<file path="config.mk">
export PLATFORM = sky130hd
export DESIGN_NAME = rv_iommu_rec_wr
export DESIGN_NICKNAME = d
export VERILOG_FILES = /design/src/rtl/axi_pkg.sv /design/src/rtl/rv_iommu_pkg.sv /design/src/rtl/rv_iommu_rec_wr.sv
export SDC_FILE = /design/constraint.sdc
export NUM_CORES = 1
export LEC_CHECK = 0
export ABC_AREA = 1
export BUFFER_PORTS_ARGS = -buffer_cell sky130_fd_sc_hd__buf_2
export CAP_MARGIN = 0
export CORE_AREA = 2 2 265 267
export CTS_CLUSTER_DIAMETER = 200
export DETAILED_ROUTE_END_ITERATION = 6
export DIE_AREA = 0 0 267 269
export PLACE_DENSITY = 0.46
export SLEW_MARGIN = 20
export SYNTH_ARGS = -nofsm -noshare
export SYNTH_HDL_FRONTEND = slang
export SYNTH_SLANG_ARGS = --single-unit
export TNS_END_PERCENT = 10
</file>
<file path="constraint.sdc">
create_clock -name clk_i -period 2.4 [get_ports clk_i]
set_clock_uncertainty 0.15 [all_clocks]
set_input_delay 0.48 -clock clk_i [delete_from_list [all_inputs] [get_ports clk_i]]
set_output_delay 0.48 -clock clk_i [all_outputs]
set_load 0.05 [all_outputs]
</file>
<file path="src/rtl/axi_pkg.sv">
// +----------------------------------------------------------------------------+
// | Package : axi_pkg                                                          |
// | Brief   : AXI4 encodings and 64-bit address/data channel structs shared    |
// |           by the IOMMU memory-side masters and their interface wrapper.    |
// | Rev     : 1.0                                                              |
// +----------------------------------------------------------------------------+
`default_nettype none

package axi_pkg;

  localparam int unsigned ID_W   = 4;
  localparam int unsigned ADDR_W = 64;
  localparam int unsigned DATA_W = 64;
  localparam int unsigned STRB_W = DATA_W / 8;

  localparam logic [1:0] BURST_FIXED = 2'b00;
  localparam logic [1:0] BURST_INCR  = 2'b01;
  localparam logic [1:0] BURST_WRAP  = 2'b10;

  localparam logic [1:0] RESP_OKAY   = 2'b00;
  localparam logic [1:0] RESP_EXOKAY = 2'b01;
  localparam logic [1:0] RESP_SLVERR = 2'b10;
  localparam logic [1:0] RESP_DECERR = 2'b11;

  typedef struct packed {
    logic [ID_W-1:0]   id;
    logic [ADDR_W-1:0] addr;
    logic [7:0]        len;
    logic [2:0]        size;
    logic [1:0]        burst;
    logic              lock;
    logic [3:0]        cache;
    logic [2:0]        prot;
    logic [3:0]        qos;
  } aw_chan_t;

  typedef aw_chan_t ar_chan_t;

  typedef struct packed {
    logic [DATA_W-1:0] data;
    logic [STRB_W-1:0] strb;
    logic              last;
  } w_chan_t;

  typedef struct packed {
    logic [ID_W-1:0] id;
    logic [1:0]      resp;
  } b_chan_t;

  typedef struct packed {
    logic [ID_W-1:0]   id;
    logic [DATA_W-1:0] data;
    logic [1:0]        resp;
    logic              last;
  } r_chan_t;

  typedef struct packed {
    aw_chan_t aw;
    logic     aw_valid;
    w_chan_t  w;
    logic     w_valid;
    logic     b_ready;
    ar_chan_t ar;
    logic     ar_valid;
    logic     r_ready;
  } req_t;

  typedef struct packed {
    logic    aw_ready;
    logic    ar_ready;
    logic    w_ready;
    logic    b_valid;
    b_chan_t b;
    logic    r_valid;
    r_chan_t r;
  } resp_t;

endpackage

`default_nettype wire

</file>
<file path="src/rtl/rv_iommu_pkg.sv">
// +----------------------------------------------------------------------------+
// | Package : rv_iommu_pkg                                                     |
// | Brief   : Per-requestor AXI IDs used by the data-structures interface      |
// |           wrapper to route W/B traffic back to its masters.                |
// | Rev     : 1.0                                                              |
// +----------------------------------------------------------------------------+
`default_nettype none

package rv_iommu_pkg;

  localparam logic [axi_pkg::ID_W-1:0] AXI_ID_CQ     = 4'd0;
  localparam logic [axi_pkg::ID_W-1:0] AXI_ID_FQ     = 4'd1;
  localparam logic [axi_pkg::ID_W-1:0] AXI_ID_MSI_IG = 4'd2;
  localparam logic [axi_pkg::ID_W-1:0] AXI_ID_MRIF   = 4'd3;

endpackage

`default_nettype wire

</file>
<file path="src/rtl/rv_iommu_rec_wr.sv">
// +----------------------------------------------------------------------------+
// | Module  : rv_iommu_rec_wr                                                  |
// | Brief   : Single-outstanding AXI write master committing one fixed-size    |
// |           record as a single INCR burst (AW, then W beats, then B).        |
// |           Optional B-wait timeout: define RV_IOMMU_REC_WR_TIMEOUT_EN.      |
// | Rev     : 1.0                                                              |
// +----------------------------------------------------------------------------+
`default_nettype none

module rv_iommu_rec_wr
  import axi_pkg::*;
  import rv_iommu_pkg::*;
#(
  parameter type               axi_req_t      = axi_pkg::req_t,
  parameter type               axi_rsp_t      = axi_pkg::resp_t,
  parameter logic [ID_W-1:0]   AXI_ID         = AXI_ID_CQ,
  parameter int unsigned       N_BEATS        = 4,
  parameter int unsigned       TIMEOUT_CYCLES = 1024
) (
  input  logic                   clk_i,
  input  logic                   rst_ni,
  input  logic                   req_valid_i,
  output logic                   req_ready_o,
  input  logic [63:0]            req_addr_i,
  input  logic [64*N_BEATS-1:0]  req_data_i,
  output logic                   done_o,
  output logic                   error_o,
  output logic                   timeout_o,
  output axi_req_t               mem_req_o,
  input  axi_rsp_t               mem_resp_i
);

  localparam int unsigned       CNT_W     = (N_BEATS > 1) ? $clog2(N_BEATS) : 1;
  localparam logic [CNT_W-1:0]  LAST_BEAT = CNT_W'(N_BEATS - 1);

  if (N_BEATS < 1 || N_BEATS > 8 || TIMEOUT_CYCLES < 1) begin : g_param_check
    $error("rv_iommu_rec_wr: N_BEATS must be 1..8 and TIMEOUT_CYCLES >= 1");
  end

  typedef enum logic [2:0] {
    ST_IDLE,
    ST_AW,
    ST_W,
`ifdef RV_IOMMU_REC_WR_TIMEOUT_EN
    ST_DRAIN,
`endif
    ST_B
  } state_e;

  state_e                 state;
  logic                   req_ready;
  logic                   aw_valid;
  logic                   w_valid;
  logic                   b_ready;
  logic                   done;
  logic                   error;
  logic [63:0]            addr;
  logic [64*N_BEATS-1:0]  data;
  logic [CNT_W-1:0]       beat_cnt;

`ifdef RV_IOMMU_REC_WR_TIMEOUT_EN
  localparam int unsigned      TO_W     = $clog2(TIMEOUT_CYCLES + 1);
  localparam logic [TO_W-1:0]  TO_LIMIT = TO_W'(TIMEOUT_CYCLES - 1);
  logic [TO_W-1:0] to_cnt;
  logic            timeout;
  assign timeout_o = timeout;
`else
  assign timeout_o = 1'b0;
`endif

  // Transaction sequencer: one record at a time, every handshake-facing output registered
  always_ff @(posedge clk_i or negedge rst_ni) begin
    if (!rst_ni) begin
      state     <= ST_IDLE;
      req_ready <= 1'b1;
      aw_valid  <= 1'b0;
      w_valid   <= 1'b0;
      b_ready   <= 1'b0;
      done      <= 1'b0;
      error     <= 1'b0;
      addr      <= '0;
      data      <= '0;
      beat_cnt  <= '0;
`ifdef RV_IOMMU_REC_WR_TIMEOUT_EN
      to_cnt    <= '0;
      timeout   <= 1'b0;
`endif
    end else begin
      done  <= 1'b0;
      error <= 1'b0;
`ifdef RV_IOMMU_REC_WR_TIMEOUT_EN
      timeout <= 1'b0;
`endif
      case (state)
        ST_IDLE: begin
          if (req_valid_i) begin
            // Records are 8-byte aligned; low address bits are ignored
            addr      <= {req_addr_i[63:3], 3'b000};
            data      <= req_data_i;
            req_ready <= 1'b0;
            aw_valid  <= 1'b1;
            state     <= ST_AW;
          end
        end
        ST_AW: begin
          if (mem_resp_i.aw_ready) begin
            aw_valid <= 1'b0;
            w_valid  <= 1'b1;
            beat_cnt <= '0;
            state    <= ST_W;
          end
        end
        ST_W: begin
          if (mem_resp_i.w_ready) begin
            if (beat_cnt == LAST_BEAT) begin
              w_valid <= 1'b0;
              b_ready <= 1'b1;
              state   <= ST_B;
`ifdef RV_IOMMU_REC_WR_TIMEOUT_EN
              to_cnt  <= '0;
`endif
            end else begin
              beat_cnt <= beat_cnt + 1'b1;
            end
          end
        end
        ST_B: begin
          // A B landing on the limit cycle wins over the timeout
          if (mem_resp_i.b_valid) begin
            b_ready   <= 1'b0;
            done      <= 1'b1;
            error     <= (mem_resp_i.b.resp != RESP_OKAY);
            req_ready <= 1'b1;
            state     <= ST_IDLE;
          end
`ifdef RV_IOMMU_REC_WR_TIMEOUT_EN
          else if (to_cnt == TO_LIMIT) begin
            done    <= 1'b1;
            error   <= 1'b1;
            timeout <= 1'b1;
            state   <= ST_DRAIN;
          end else begin
            to_cnt <= to_cnt + 1'b1;
          end
`endif
        end
`ifdef RV_IOMMU_REC_WR_TIMEOUT_EN
        ST_DRAIN: begin
          // Swallow the late B silently; completion was already reported
          if (mem_resp_i.b_valid) begin
            b_ready   <= 1'b0;
            req_ready <= 1'b1;
            state     <= ST_IDLE;
          end
        end
`endif
        default: state <= ST_IDLE;
      endcase
    end
  end

  // AXI request assembly: fixed burst shape, beat data selected by the beat counter
  always_comb begin
    mem_req_o          = '0;
    mem_req_o.aw_valid = aw_valid;
    mem_req_o.aw.id    = AXI_ID;
    mem_req_o.aw.addr  = addr;
    mem_req_o.aw.len   = 8'(N_BEATS - 1);
    mem_req_o.aw.size  = 3'd3;
    mem_req_o.aw.burst = BURST_INCR;
    mem_req_o.w_valid  = w_valid;
    mem_req_o.w.data   = data[64*beat_cnt +: 64];
    mem_req_o.w.strb   = '1;
    mem_req_o.w.last   = (beat_cnt == LAST_BEAT);
    mem_req_o.b_ready  = b_ready;
  end

  assign req_ready_o = req_ready;
  assign done_o      = done;
  assign error_o     = error;

  logic unused_inputs;
  assign unused_inputs = ^{req_addr_i[2:0], mem_resp_i.ar_ready, mem_resp_i.r_valid,
                           mem_resp_i.r, mem_resp_i.b.id};

endmodule

`default_nettype wire

</file>
==> flow_summary.yaml <==
detailed_routing:
  wl_met2_mm: 26.0
  met3_length_mm: 3.28
  drtPass1Iterations: 5
  wl_per_cell_um: 14.7
  wl_met1_mm: 23.0
  vias_per_cell: 4.06
  drcViolationCount: 0
  drt-total-wl_mm: 53.6
  via_count: 14800
  initialDrtViolationCount: 758
  topRoutingLayerUsed: "met5"
  antenna_left: 0
sta:
  hold_viol: 0
  drv_slew: 0
  tightest_slew_ns: 0.693
  post-route-min-period_ns: 2.68
  fin_setup_tns_ns: -13.26
  period_share_pct: 112
  slew_headroom_pct: 53.8
  fmaxAchievable_mhz: 373
  rsz0062_at_grt: "true"
  fin_ws_ns: -0.280
  setup_viol: 65
power:
  sequentialPowerShare_pct: 27.8
  swShare_pct: 48.0
  p_sw_mw: 16.5
  p_per_area_mw_per_mm2: 1470
  power.leakage_nw: 12.4
  p_comb_share_pct: 54.0
  internal_power_mw: 17.9
  clockPowerShare_pct: 18.2
  peakVddDrop_uv: 883
cells_and_area:
  postLayoutCoreUtil_pct: 33.9
  final_common_cell: "nand2_1"
  register_area_sq_mm: 0.00819
  layout_common_cells: "nand2_1 (967), buf_2 (390), dfrtp_1 (324), dlygate4sd3_1 (309), conb_1 (136)"
  finalNonFillerCells: 3652
  nets: 3091
  final_area_sq_mm: 0.0235
  drive_gt1_share_pct: 22.9
  area_delta_synth_final_pct: 54.7
  multi_input_area_sq_mm: 0.00595
  nFillCells: 7209
worst_hold_path:
  hold-path-cell-count: 3
  min_to: "data[137]"
  min_from: "req_data_i[137]"
  hold_class: "input pin to flip-flop"
yosys:
  ys_warn_count: 0
  syn_area_per_cell_sq_um: 7.92
  synth-seq-cells: 327
  yosys.area.top_type: "dfrtp_1"
  synth_top_area_share_pct: 53.8
  yosysSeqAreaShare_pct: 53.9
  synth_cell_types: 22
  synthCells: 1916
  syn_area_sq_mm: 0.0152
  synth.top_cells.by_area: "dfrtp_1 (54%), nand2_1 (24%), buf_4 (7.1%)"
global_routing:
  antenna_found_initial: 5
  track_usage_pct: 14.5
  grt_pass1_vias: 15200
  grt_first_pass_wirelength_mm: 82.4
  grt_start_max_net_pins: 134
  gr-total-overflow: 0
job:
  maxCapViolCount: 0
placement:
  placed_cell_area_sq_mm: 0.0185
  dp_cells: 3260
  place.gp.congestion: 0.800
  dp_hpwl_mm: 34.9
  portBuffers: 456
clock_tree:
  numCtsBuffers: 41
  cts_max_level: 2
  clkTransAtPathRegs_ns: 0.06
  clock_path_buffers: 3
  tritoncts: "done"
  clock_latency_ns: 0.54
  ctsRootBufferMaster: "clkbuf_16"
  cts_sinks: 327
setup_path:
  crit_type: "flip-flop to output port"
  r2r_end: "addr[37]"
  rrSetupSlack_ns: 0.36
  worst_ep_arrival_time_ns: 2.05
  r2r_start: "state[0]"
  critPathCaptureType: "output port"
  reg2reg_depth: 7
  path_cells: "clkinv_8, bufbuf_16, nor2_1, o22ai_1, buf_4"
  cp-start-kind: "flip-flop"
  crit_start: "beat_cnt[0]"
  required_ns: 1.77
  crit_fanout: 14
  crit_slowest_cell: "dfrtp_4"
  max_stage_delay_ns: 0.54
run_status:
  status: "complete, but fails checks"
  violations: "setup timing"
floorplan:
  start_util_pct: 21.9
  io_pins: 673
  dieArea_sq_mm: 0.0718
  fp.dieH_um: 269
  coreArea_sq_mm: 0.0693
  num_rows: 97
  fp.dieW_um: 267
-- critical path: cells and delay by family (launching register included) --
| kind | cells | cell delay, ns |
|---|---|---|
| buffers and inverters | 3 | 0.66 |
| DFF | 1 | 0.54 |
| and+or+nand+nor | 1 | 0.05 |
| AOI/OAI and AO/OA | 1 | 0.23 |
-- synth_stat cells (all sizes together) --
cell and number:
a21oi 2, buf 213, clkbuf 38, conb 2, dfrtp 326, dfstp 1
ha 5, inv 18, nand2 968, nand3 4, nand4 1, nor2 134
o211ai 1, o21ai 138, o21bai 2, o22ai 63
-- routing by layer --
metal	GRT usage (%)	vias up
met4	4.21	6
met5	0	-
met2	25.1	488
li1	-	7237
met1	18.0	7009
met3	3.42	88
-- logic make-up after synthesis --
logic type	share of synthesized area [%]
buffers and inverters	10.8
AO/OA/AOI/OAI	7.36
adder cells (fa/ha/maj)	0.412
flip-flops	53.9
other	0.0495
AND/OR/NAND/NOR	27.4
-- what timing repair did --
item                       CTS  global route
pin swaps                   13            23
hold endpoints to repair   339             1
hold buffers               308             1
setup endpoints to repair   65            65
cloned                       4             1
setup buffers                3             2
gates resized for setup    104            45
-- power groups by stage --
| stage | Combinational [mW] | Clock, mW | Sequential [mW] |
|---|---|---|---|
| floorplan | 10.3 | 0 | 10.9 |
| global placement | 16.8 | 0 | 9.53 |
| detailed placement | 16.9 | 0 | 9.57 |
| CTS | 18.5 | 6.51 | 9.57 |
| global route | 20.2 | 6.73 | 9.92 |
| finish | 18.6 | 6.28 | 9.58 |
-- final cells by class --
class,instances,area share [%]
diodes,3,0.0320
clock buffers,56,4.95
clock inverters,15,0.837
inverters,18,0.378
multi-input cells,1454,25.4
flip-flops and latches,327,34.9
well taps,940,5.01
repair buffers,839,28.5
-- worst max path at each step --
stage	end	slack, ns	depth (start not counted)
after floorplan	mem_req_o[124]	0.004	6
after global placement	mem_req_o[142]	0.17	5
after detailed placement	mem_req_o[142]	0.18	5
after CTS	mem_req_o[143]	-0.37	5
after global routing	mem_req_o[125]	-0.36	5
final	mem_req_o[107]	-0.28	5
-- state kept, by name, indices dropped and copies added, names as in the netlist --
name and count:
req_ready_o 1, state 2, data 256, done_o 1, error_o 1, b_ready 1, aw_valid 1, addr 61
beat_cnt 2, w_valid 1
-- through the flow --
| step | power [mW] | setup slack [ns] | hold slack [ns] |
|---|---|---|---|
| after floorplan | 21.2 | 0.00391 | 0.0344 |
| after CTS | 34.6 | -0.372 | 0.000443 |
| after global placement | 26.3 | 0.173 | 0.272 |
| after global routing | 36.8 | -0.361 | 0.0140 |
| after detailed placement | 26.5 | 0.176 | 0.275 |
| final | 34.4 | -0.280 | 0.0362 |
No activity file was read; power rests on OpenSTA's default activity.
